## src/rtl/io_responder.sv

```systemverilog
// Memory-mapped IO responder: LED register, synchronized/debounced switches,
// sticky switch-change flag and a free-running cycle timer.
module io_responder #(
    parameter int          DB_CYCLES = 250000,
    parameter int          DB_W      = 18,
    parameter logic [31:0] IO_BASE   = 32'hFFFFFC00
) (
    input  logic        clock,
    input  logic        reset,
    input  logic        io_read,
    input  logic        io_write,
    input  logic [31:0] addr,
    input  logic [31:0] write_data,
    output logic [31:0] read_data,
    input  logic [15:0] switch,
    output logic [15:0] led,
    output logic        sw_changed
);

    // Word indices (offset[9:2]) of the mapped registers
    localparam logic [7:0] W_LED   = 8'h18;
    localparam logic [7:0] W_SW    = 8'h1C;
    localparam logic [7:0] W_STAT  = 8'h1D;
    localparam logic [7:0] W_TIMER = 8'h1E;

    logic [15:0]   led_q,   led_d;
    logic [15:0]   s1_q,    s2_q;
    logic [15:0]   sw_db_q, sw_db_d;
    logic [DB_W-1:0] cnt_q, cnt_d;
    logic          chg_q,   chg_d;
    logic [31:0]   timer_q, timer_d;

    logic          hit;
    logic [7:0]    word;
    logic          rd_hit, wr_hit;
    logic          db_accept;
    logic          unused_bits;

    assign hit         = (addr[31:10] == IO_BASE[31:10]);
    assign word        = addr[9:2];
    assign rd_hit      = io_read & hit;
    assign wr_hit      = io_write & hit;
    assign unused_bits = ^{addr[1:0], write_data[31:16]};

    // Reads see registered state only, so a combined read/write returns the pre-write value
    always_comb begin
        read_data = 32'h0;
        if (rd_hit) begin
            case (word)
                W_LED:   read_data = {16'h0, led_q};
                W_SW:    read_data = {16'h0, sw_db_q};
                W_STAT:  read_data = {31'h0, chg_q};
                W_TIMER: read_data = timer_q;
                default: read_data = 32'h0;
            endcase
        end
    end

    always_comb begin
        led_d     = led_q;
        sw_db_d   = sw_db_q;
        cnt_d     = cnt_q;
        chg_d     = chg_q;
        timer_d   = timer_q + 32'd1;
        db_accept = 1'b0;

        if (wr_hit && word == W_LED) begin
            led_d = write_data[15:0];
        end
        if (wr_hit && word == W_TIMER) begin
            timer_d = 32'h0;
        end

        // Count only resets when s2 returns to the accepted value, not on a new value mid-count
        if (s2_q == sw_db_q) begin
            cnt_d = '0;
        end else if (cnt_q == DB_W'(DB_CYCLES - 1)) begin
            sw_db_d   = s2_q;
            cnt_d     = '0;
            db_accept = 1'b1;
        end else begin
            cnt_d = cnt_q + 1'b1;
        end

        if (db_accept) begin
            chg_d = 1'b1;
        end else if (rd_hit && word == W_STAT) begin
            chg_d = 1'b0;
        end
    end

    always_ff @(posedge clock or posedge reset) begin
        if (reset) begin
            led_q   <= 16'h0;
            s1_q    <= 16'h0;
            s2_q    <= 16'h0;
            sw_db_q <= 16'h0;
            cnt_q   <= '0;
            chg_q   <= 1'b0;
            timer_q <= 32'h0;
        end else begin
            led_q   <= led_d;
            s1_q    <= switch;
            s2_q    <= s1_q;
            sw_db_q <= sw_db_d;
            cnt_q   <= cnt_d;
            chg_q   <= chg_d;
            timer_q <= timer_d;
        end
    end

    assign led        = led_q;
    assign sw_changed = chg_q;

endmodule

```

## config.mk

```make
export PLATFORM = sky130hd
export DESIGN_NAME = io_responder
export DESIGN_NICKNAME = d
export VERILOG_FILES = /design/src/rtl/io_responder.sv
export SDC_FILE = /design/constraint.sdc
export NUM_CORES = 1
export LEC_CHECK = 0
export CORE_MARGIN = 10
export CORE_UTILIZATION = 54
export DETAILED_ROUTE_END_ITERATION = 7
export PLACE_DENSITY = 0.86
export SLEW_MARGIN = 30
export SYNTH_ARGS = -nofsm -noshare
export SYNTH_HDL_FRONTEND = slang
export SYNTH_SLANG_ARGS = --single-unit
```

## constraint.sdc

```tcl
create_clock -name clock -period 8.17 [get_ports clock]
set_clock_uncertainty 0.1 [all_clocks]
set_input_delay 1.634 -clock clock [delete_from_list [all_inputs] [get_ports clock]]
set_output_delay 1.634 -clock clock [all_outputs]
set_load 0.05 [all_outputs]
```

==> run_results.csv <==
group,metric,value,unit
power,p_total,1.361,mW
clock_tree,post_cts_resized,0,
power,p_leak,3.157,nW
routing,post_drt_wl_per_cell,18.39,um
clock_tree,hold_buffers,0,
clock_tree,post_cts_buffers,0,
layout,fillers,663,
outcome,outcome,"completed",
yosys,synth_seq_cells,115,
yosys,synth_top_area_cell,"dfrtp_1",
yosys,synth.area.mux_share,0.1032,
min_path,hp-class,"flip-flop to flip-flop",
yosys,synth-simple-area-share,0.2152,
die,rows,36,
clock_tree,root_buffer,"clkbuf_8",
placed_design,place_congestion,0.8678,
yosys,synth_adder_area_share,0.004619,
placed_design,numPortBuffers,114,
layout,antennaDiodeCount,0,
critical_path,crit_buf_inv,2,
global_routing,grt_overflow,0,
placed_design,hpwl,9.844,mm
clock_tree,cts.sinks,115,
layout,drive_gt1_frac,0.1336,
clock_tree,ctsHtreeMaxLevel,4,
placed_design,dp_cells,716,
yosys,syn_nets,574,
timing,final_hold_viol_count,0,
timing,period_needed,6.279,ns
clock_tree,cts.clk_slew.worst_paths,0.06,ns
critical_path,cp_slowest_cell,"clkdlybuf4s50_1",
critical_path,path_common_cell,"clkdlybuf4s50_1",
routing,vias,4061,
critical_path,slowest_delay,0.88,ns
die,dieArea,14440,um2
yosys,synth_top_area_share,0.5312,
critical_path,cp_max_fo,22,
global_routing,grt_pass1_wl,22.30,mm
critical_path,critPathTopFamily,"buffers and inverters",
critical_path,critPathLaunchType,"input pin",
power,ir_drop,175.2,uV
routing,drtAntennaViolNets,0,
routing,vias_per_cell,5.436,
timing,clock.fmax,159.3,MHz
critical_path,crit_path_end_kind,"primary output",
critical_path,path_cells,"clkdlybuf4s50_1 > a21oi_1 > nand4_1 > nor2_1 > clkdlybuf4s50_1",
layout,nets,688,
timing,finalSetupTns,0,ns
yosys,yosys.cell_types.count,39,
routing,drtIter0Drc,236,
die,initial_core_util,0.5543,
run,maxCapViolCount,0,
yosys,synth_xor_area_frac,0.1002,
routing,wirelength,13.74,mm
yosys,synth_cells,488,
die,core_area,9774,um2
power,power_density,189.2,nW/um2
yosys,yosysSeqAreaShare,0.5312,
global_routing,antenna_found_initial,0,
clock_tree,cts_tree,"yes",
global_routing,grt_util_all_layers,0.1958,
timing,setup_viol,0,
yosys,netlist_area,5418,um2
yosys,synth_compound_area_frac,0.01871,
global_routing,grt_start_max_net_pins,72,
die,die_w,120.2,um
placed_design,dpl_cell_area,6640,um2
timing,period_share,0.7685,
timing,rsz0062_at_grt,"no",
timing,worst_pin_slew,0.8542,ns
clock_tree,numCtsBuffers,17,
routing,drc,0,
global_routing,grt_pass1_vias,4253,
layout,final_cells,747,
layout,multi_input_area,2400,um2
timing,max-slew-margin-rel,0.4305,
yosys,synth_area_leaders,"dfrtp_1, nor2_1, xor2_1, xnor2_1, mux2_2",
yosys,synth_top_family_by_area,"simple AND/OR/NAND/NOR gates",
critical_path,crit_type,"input pin to primary output",
clock_tree,cts_buffer_depth,2,
die,io_pins,133,
timing,drv_slew,0,
layout,postLayoutCellArea,7194,um2
critical_path,required,6.44,ns
die,die_h,120.2,um
clock_tree,clock_latency,0.51,ns
yosys,syn_avg_cell_area,11.10,um2
yosys,yosys_warnings,0,
routing,drt_first_pass_iters,4,
layout,regArea,2878,um2
critical_path,critPathArrivalTime,4.54,ns
layout,area.growth.synth_to_final,32.79,%
==> kinds of logic after synthesis <==
logic type | Yosys count
fa+ha+maj | 2
buf+inv | 29
xor+xnor | 62
flops | 115
simple gates | 213
mux | 48
compound gates | 19
==> where the power goes <==
group	switching, mW	internal [mW]
Clock	0.272	0.414
Combinational	0.0312	0.0398
Sequential	0.0180	0.587
Total	0.321	1.04
==> through the flow <==
stage               worst slack, ns  utilization  hold WS (ns)
detailed placement            1.905       0.6793        0.2347
global route                  1.621       0.7360        0.2539
finish                        1.891       0.7360        0.2492
CTS                           1.883       0.7360        0.2489
floorplan                     3.194            -        0.2312
global placement              2.038       0.6793        0.2337
==> routing by layer <==
layer  routed length, um  track usage  vias up
met1                5336       0.2206     2044
met5                   0            0        -
met4                 234      0.07315        0
met3                 561      0.04126       18
met2                7604       0.3556      101
li1                    -            -     1898
==> registers in the layout, indices dropped and copies added, names as in the netlist <==
name and flops:
cnt_q 18, led 16, s1_q 16, s2_q 16
sw_changed 1, sw_db_q 16, timer_q 32
==> Yosys cell counts <==
master	number
dfrtp_1	115
nor2_1	89
xor2_1	34
xnor2_1	28
nand4_1	22
mux2_2	21
and2_1	20
nand3_1	19
a21oi_1	17
mux2i_1	15
nand2_1	13
buf_2	11
mux2_4	10
nor4_1	10
clkbuf_1	9
and3_1	7
and4_1	7
nor3_1	7
inv_1	6
buf_6	3
ha_1	2
mux2_1	2
nand4_2	2
nor2_2	2
nor3_2	2
nor4_4	2
a22o_1	1
a22oi_1	1
and4_4	1
nand2_2	1
nand2b_1	1
nand3b_4	1
nand4bb_1	1
nor2b_1	1
nor3_4	1
nor3b_1	1
nor4_2	1
nor4b_2	1
or4b_1	1
==> layout by cell type (no fill, tap or decap), types with 3 or more instances in the layout <==
master	n
dfrtp_1	115
clkdlybuf4s50_1	114
nor2_1	89
xor2_1	34
xnor2_1	28
nand4_1	22
mux2_2	21
and2_1	20
nand3_1	19
a21oi_1	17
clkbuf_16	16
mux2i_1	15
nand2_1	13
nor4_1	10
mux2_4	10
and3_1	7
and4_1	7
nor3_1	6
inv_1	5
inv_6	5
clkinvlp_4	4
buf_4	4
nor3_2	3
==> worst paths after layout <==
| check | startpoint | to | slack (ns) | cells after the start |
|---|---|---|---|---|
| worst max register to register | sw_db_q[5] | sw_db_q[8] | 5.96 | 5 |
| worst min-delay path | s1_q[2] | s2_q[2] | 0.25 | 0 |
| min in group asynchronous | reset | timer_q[17] | 1.43 | 2 |
| max in group asynchronous | reset | cnt_q[1] | 5.28 | 3 |
| worst min register to register | s1_q[2] | s2_q[2] | 0.25 | 0 |
| worst max-delay path | addr[3] | read_data[15] | 1.89 | 5 |
==> cell type report <==
| type | instances | area share |
|---|---|---|
| clock buffer | 18 | 0.05948 |
| timing repair buffer | 118 | 0.1628 |
| multi-input combinational | 344 | 0.3336 |
| sequential | 115 | 0.4000 |
| tap | 133 | 0.02313 |
| inverter | 6 | 0.003478 |
| clock inverter | 13 | 0.01757 |
Note: power is estimated with default switching activity, not from simulation.
